==> src/rtl/score_keeper.sv <==
// score_keeper
//   Game-state and scoring controller for Flappy Bird. Runs IDLE -> PLAY ->
//   OVER, counts pipe passes with saturation, keeps a session high score and
//   enforces a hold-off period in OVER before a restart is accepted.
//
// Ports
//   clk        in   system clock
//   reset      in   asynchronous, active-high reset
//   start      in   start/flap button level (synchronised to clk)
//   pipe_pass  in   high while the bird is past a pipe gap; rising edge scores
//   collision  in   high while the bird overlaps pipe/ground/ceiling
//   score      out  current score (registered, saturates at MAX_SCORE)
//   gameover   out  high in OVER (registered)
//   playing    out  high in PLAY (registered)
//   high_score out  best score since reset (registered)
//   new_best   out  high in OVER when the finished game set a new high score
module score_keeper #(
  parameter int SCORE_W     = 10,
  parameter int MAX_SCORE   = 999,
  parameter int HOLD_CYCLES = 50000000,
  parameter int HOLD_W      = 26
) (
  input  logic               clk,
  input  logic               reset,
  input  logic               start,
  input  logic               pipe_pass,
  input  logic               collision,
  output logic [SCORE_W-1:0] score,
  output logic               gameover,
  output logic               playing,
  output logic [SCORE_W-1:0] high_score,
  output logic               new_best
);

  localparam logic [SCORE_W-1:0] MAX_S     = SCORE_W'(MAX_SCORE);
  localparam logic [HOLD_W-1:0]  HOLD_INIT = HOLD_W'(HOLD_CYCLES - 1);

  typedef enum logic [1:0] {
    IDLE = 2'd0,
    PLAY = 2'd1,
    OVER = 2'd2
  } state_t;

  state_t               state_q, state_d;
  logic [SCORE_W-1:0]   score_q, score_d;
  logic [SCORE_W-1:0]   high_q, high_d;
  logic                 gameover_q, gameover_d;
  logic                 playing_q, playing_d;
  logic                 new_best_q, new_best_d;
  logic [HOLD_W-1:0]    hold_q, hold_d;
  logic                 start_q, pipe_q;
  logic                 start_rise, pipe_rise;

  // Saturating increment: the display cannot render beyond MAX_SCORE.
  function automatic logic [SCORE_W-1:0] sat_inc(input logic [SCORE_W-1:0] v);
    if (v < MAX_S) begin
      return v + 1'b1;
    end
    return MAX_S;
  endfunction

  assign start_rise = start & ~start_q;
  assign pipe_rise  = pipe_pass & ~pipe_q;

  always_comb begin
    state_d    = state_q;
    score_d    = score_q;
    high_d     = high_q;
    gameover_d = gameover_q;
    playing_d  = playing_q;
    new_best_d = new_best_q;
    hold_d     = hold_q;

    case (state_q)
      IDLE: begin
        playing_d  = 1'b0;
        gameover_d = 1'b0;
        score_d    = '0;
        if (start_rise) begin
          state_d    = PLAY;
          playing_d  = 1'b1;
          new_best_d = 1'b0;
        end
      end

      PLAY: begin
        // Collision wins over a simultaneous pipe edge: the point is lost.
        if (collision) begin
          state_d    = OVER;
          gameover_d = 1'b1;
          playing_d  = 1'b0;
          hold_d     = HOLD_INIT;
          if (score_q > high_q) begin
            high_d     = score_q;
            new_best_d = 1'b1;
          end else begin
            new_best_d = 1'b0;
          end
        end else if (pipe_rise) begin
          score_d = sat_inc(score_q);
        end
      end

      OVER: begin
        // A press during hold-off is swallowed; because edges come from
        // start_q, a still-held button cannot restart once the count ends.
        if (hold_q != '0) begin
          hold_d = hold_q - 1'b1;
        end else if (start_rise) begin
          state_d    = PLAY;
          score_d    = '0;
          gameover_d = 1'b0;
          playing_d  = 1'b1;
          new_best_d = 1'b0;
        end
      end

      default: begin
        state_d    = IDLE;
        score_d    = '0;
        gameover_d = 1'b0;
        playing_d  = 1'b0;
        new_best_d = 1'b0;
        hold_d     = '0;
      end
    endcase
  end

  always_ff @(posedge clk or posedge reset) begin
    if (reset) begin
      state_q    <= IDLE;
      score_q    <= '0;
      high_q     <= '0;
      gameover_q <= 1'b0;
      playing_q  <= 1'b0;
      new_best_q <= 1'b0;
      hold_q     <= '0;
      start_q    <= 1'b0;
      pipe_q     <= 1'b0;
    end else begin
      state_q    <= state_d;
      score_q    <= score_d;
      high_q     <= high_d;
      gameover_q <= gameover_d;
      playing_q  <= playing_d;
      new_best_q <= new_best_d;
      hold_q     <= hold_d;
      start_q    <= start;
      pipe_q     <= pipe_pass;
    end
  end

  assign score      = score_q;
  assign high_score = high_q;
  assign gameover   = gameover_q;
  assign playing    = playing_q;
  assign new_best   = new_best_q;

endmodule

==> config.mk <==
export PLATFORM = sky130hd
export DESIGN_NAME = score_keeper
export DESIGN_NICKNAME = d
export VERILOG_FILES = /design/src/rtl/score_keeper.sv
export SDC_FILE = /design/constraint.sdc
export NUM_CORES = 1
export LEC_CHECK = 0
export CAP_MARGIN = 20
export CELL_PAD_IN_SITES_DETAIL_PLACEMENT = 2
export CELL_PAD_IN_SITES_GLOBAL_PLACEMENT = 2
export CORE_AREA = 2 2 107 109
export DETAILED_ROUTE_END_ITERATION = 12
export DIE_AREA = 0 0 109 111
export PLACE_DENSITY_LB_ADDON = 0.1
export SLEW_MARGIN = 15
export SYNTH_ARGS = -nofsm -noshare
export SYNTH_HDL_FRONTEND = slang
export SYNTH_SLANG_ARGS = --single-unit
==> constraint.sdc <==
create_clock -name clk -period 2.6 [get_ports clk]
set_input_delay 0.26 -clock clk [delete_from_list [all_inputs] [get_ports clk]]
set_output_delay 0.26 -clock clk [all_outputs]
set_load 0.03 [all_outputs]
==> metrics.log <==
INFO  metric run_status = complete, no violations
INFO  metric synth_cells = approximately 340
INFO  metric first_iter_violations = 77
INFO  metric design.core.area = 11080 sq um
INFO  metric post_drt_via_cell_ratio = 5.412
INFO  metric root_buffer = sky130_fd_sc_hd__clkbuf_16
INFO  metric worst_skew_pair.late_latency = 300 ps
INFO  metric m1WireLength = between 5000 and 6000 microns
INFO  metric arrival = 2520 ps
INFO  metric final_nets = between 400 and 500
INFO  metric clock_sinks = 53
INFO  metric dp_slack = 221.0 ps
INFO  metric clockBufferDepth = 2
INFO  metric finalHoldViolations = 0
INFO  metric netlist_area_before_placement = 3238 sq um
INFO  metric main_area_contributors_after_synthesis = sky130_fd_sc_hd__dfrtp_1, sky130_fd_sc_hd__ha_1, sky130_fd_sc_hd__o21ai_0, sky130_fd_sc_hd__a31oi_1, sky130_fd_sc_hd__a21oi_1
INFO  metric p_leak = between 1.5 and 2 nW
INFO  metric wl_per_cell = 19.56 microns
INFO  metric synth_top_area_cell = sky130_fd_sc_hd__dfrtp_1
INFO  metric io-pin-count = 28
INFO  metric fin_tns_setup = 0 ps
INFO  metric reg2reg_setup_slack = 260 ps
INFO  metric yosysSeqAreaShare = 0.4096
INFO  metric worstSetupStartpointType = register
INFO  metric clk_transition_reported_paths = 70 ps
INFO  metric maxUsedRoutingLayer = met4
INFO  metric worstSetupEndpointType = register
INFO  metric synth_async_sr_flop_share = 1.000
INFO  metric die_x = 109 microns
INFO  metric finalCoreUtilization = 0.3592
INFO  metric first_global_vias = 3263
INFO  metric total_power_consumption_of_the_routed_design = 4.199 mW
INFO  metric ir_worst_vdd = between 0.3 and 0.4 mV
INFO  metric timing.critical_path.slowest_cell_delay = 420 ps
INFO  metric timing_max_transition_violations_final = 0
INFO  metric drive_gt1_frac = 0.1491
INFO  metric rr_endpoint = hold_q[8]$_DFFE_PP0P_
INFO  metric globalRouteOverflowTotal = 0
INFO  metric wl_met3 = 178 microns
INFO  metric timing.clock.skew = 7.510 ps
INFO  metric grt_antenna_before_repair = 0
INFO  metric n_fill_cell = 1220
INFO  metric yosys_warning_total = 0
INFO  metric layout_setup_ws = 263.2 ps
INFO  metric timing.slew.headroom = 0.5568
INFO  metric rr_startpoint = state_q[1]$_DFFE_PP0P_
INFO  metric synth_area_per_inst = 9.468 sq um
INFO  metric dieHeight = between 100 and 150 microns
INFO  metric n_antenna_cell = 0
INFO  metric tritoncts_clock_tree = yes
INFO  metric timing_worst_slew_pin_value = 664.7 ps
INFO  metric track_usage = 0.1869
INFO  metric gp_routability_congestion = approximately 0.76
INFO  metric floorplan.initialDensity = 0.2923
INFO  metric drt_pass1_iterations = 4
INFO  metric ys_seq_elements = 53
INFO  metric cts_setup_buffers = 0
INFO  metric power-per-cell-area = 1055 nW/um^2
INFO  metric areaGrowthSynthToFinish = 22.87%
INFO  metric drc = 0
INFO  metric maxCapViolCount = 0
INFO  metric critPathKind = reg2reg
INFO  metric rows = 39
INFO  metric report.final.setup_viol = 0
INFO  metric htree_num_levels = 2
INFO  metric hold_path_class = in2async
INFO  metric synth_enable_flop_cells = 0
INFO  metric crit_path_top_delay_cell = sky130_fd_sc_hd__dfrtp_1
INFO  metric critical_path.cell_chain = inv_1, ha_1, nor2b_1, nor2_1, o41a_4, nand2_1, o41ai_1
INFO  metric yosysUniqueCellTypes = 56
INFO  metric timing.critical_path.fanout_max = 17
INFO  metric cp.buffers_inverters = 1
INFO  metric placed_area = about 3800 sq um
INFO  metric grt_first_pass_wirelength = approximately 18000 microns
INFO  metric maximum_number_of_pins_on_one_net_before_global_route_repair = 32
INFO  metric rr_worst_depth = 7
INFO  metric yosysTopAreaCellShare = 0.4096
INFO  metric port-buffer-count = 27
INFO  metric dp_hpwl = 7746 microns
INFO  metric grt_setup_unrepaired = no
INFO  metric layout_worst_path_cycle_share = 0.8988
INFO  metric number_of_clock_buffers_inserted_by_tritoncts = 5
INFO  metric post-route-min-period = 2337 ps
INFO  metric totalWireLength = 10410 microns
INFO  metric critical_path_required = around 2800 ps
INFO  metric postSynth.topFlopCell = sky130_fd_sc_hd__dfrtp_1
INFO  metric die_area = between 10000 and 15000 sq um
INFO  metric timing.critical_path.max_delay_family = simple AND/OR/NAND/NOR gates
INFO  metric wl_met2 = 4959 microns
INFO  metric finalInstanceArea = 3979 sq um
INFO  metric postSynthNetCount = between 300 and 400
INFO  metric route.antenna.remaining_nets = 0
INFO  metric vias = 2879
INFO  metric fmax = 0.4279 GHz
stage by stage:
step                      hold WS (ps)  instances
after floorplan                  291.4        342
after global placement           492.3        524
after detailed placement         517.4        524
after CTS                        345.8        532
after global routing             375.0        532
final                            322.0        532
cell usage after synthesis (6+ instances only):
cell                       instances
sky130_fd_sc_hd__a31oi_1          18
sky130_fd_sc_hd__ha_1             16
sky130_fd_sc_hd__dfrtp_1          53
sky130_fd_sc_hd__mux2_2            7
sky130_fd_sc_hd__nand2_1          22
sky130_fd_sc_hd__o21ai_0          40
sky130_fd_sc_hd__inv_1            22
sky130_fd_sc_hd__a21oi_1          21
sky130_fd_sc_hd__nor3_1           10
sky130_fd_sc_hd__clkbuf_1          8
sky130_fd_sc_hd__mux2i_1           6
sky130_fd_sc_hd__nand3_1          11
sky130_fd_sc_hd__o31ai_1          10
sky130_fd_sc_hd__nor2_1           24
power breakdown:
part           switching [mW]  leakage, nW  total, mW  internal, mW
clock network           0.324       0.0841      0.807         0.483
logic                    1.41        0.917       2.22         0.816
registers               0.188        0.701       1.17         0.979
total                    1.92         1.70       4.20          2.28
flip-flops by register name (all words and copies together) (netlist names):
signal and cells:
gameover 1, high_score 10, new_best 1, state_q 2
score 10, playing 1, start_q 1, pipe_q 1
hold_q 26
layer usage:
metal | vias to the layer above | global-route usage
met4 | 0 | 0.03932
met1 | 1476 | 0.2709
met5 | - | 0
li1 | 1373 | -
met3 | 6 | 0.02822
met2 | 24 | 0.2932
worst max path at each step:
stage / startpoint / to / slack [ps] / cells past startpoint
floorplan: hold_q[0]$_DFFE_PP0P_ / score[0]$_DFFE_PP0P_ / 350 / 8
global placement: state_q[1]$_DFFE_PP0P_ / hold_q[8]$_DFFE_PP0P_ / 340 / 7
detailed placement: hold_q[0]$_DFFE_PP0P_ / score[1]$_DFFE_PP0P_ / 220 / 7
CTS: hold_q[0]$_DFFE_PP0P_ / score[1]$_DFFE_PP0P_ / 180 / 7
global route: state_q[1]$_DFFE_PP0P_ / hold_q[10]$_DFFE_PP0P_ / 30 / 7
finish: state_q[1]$_DFFE_PP0P_ / hold_q[8]$_DFFE_PP0P_ / 260 / 7
cell usage in the layout (no fill, tap or decap), drive strengths merged, types with 2 or more instances in the layout:
| master | instances |
|---|---|
| nor2 | 24 |
| o311a | 2 |
| o31ai | 10 |
| a211oi | 2 |
| mux2i | 6 |
| nand2b | 2 |
| inv | 22 |
| buf | 26 |
| clkdlybuf4s50 | 27 |
| and2 | 6 |
| dfrtp | 53 |
| nor4 | 6 |
| a31oi | 18 |
| ha | 16 |
| a21oi | 21 |
| and4 | 3 |
| o21a | 2 |
| o21ai | 42 |
| nand2 | 22 |
| o2bb2ai | 2 |
| o41a | 2 |
| or3 | 3 |
| clkbuf | 7 |
| a21o | 2 |
| o41ai | 7 |
| nand4 | 6 |
| mux2 | 7 |
| a22o | 5 |
| nor3 | 10 |
| nand3 | 12 |
timing repair:
action	in CTS	in global routing
gates resized for setup	0	1
setup endpoints to repair	0	1
hold buffers	0	0
logic make-up (layout without fill, tap and decap cells):
kind of cell / Yosys count / count (layout) / synth area share
and+or+nand+nor: 101 / 101 / 0.1766
buffers and inverters: 36 / 83 / 0.05332
AOI/OAI and AO/OA: 123 / 123 / 0.2558
DFF: 53 / 53 / 0.4096
muxes: 13 / 13 / 0.04289
adders and majority gates: 16 / 16 / 0.06182
worst reg2reg max path, cell delays in order (launching register included):
cell	delay, ps
sky130_fd_sc_hd__dfrtp_1	420
sky130_fd_sc_hd__inv_1	110
sky130_fd_sc_hd__ha_1	320
sky130_fd_sc_hd__nor2b_1	210
sky130_fd_sc_hd__nor2_1	270
sky130_fd_sc_hd__o41a_4	350
sky130_fd_sc_hd__nand2_1	230
sky130_fd_sc_hd__o41ai_1	300
area by class of cell:
cell class              instances  area (sq um)  area share
multi-input cells             253          1740      0.4374
clock inverters                 1         30.03    0.007547
repair buffers                 53         478.0      0.1201
well taps                     143         178.9     0.04497
clock buffers                   7         142.6     0.03585
inverters                      22         82.58     0.02075
flip-flops and latches         53          1326      0.3333
(Power assumes the default switching activity.)
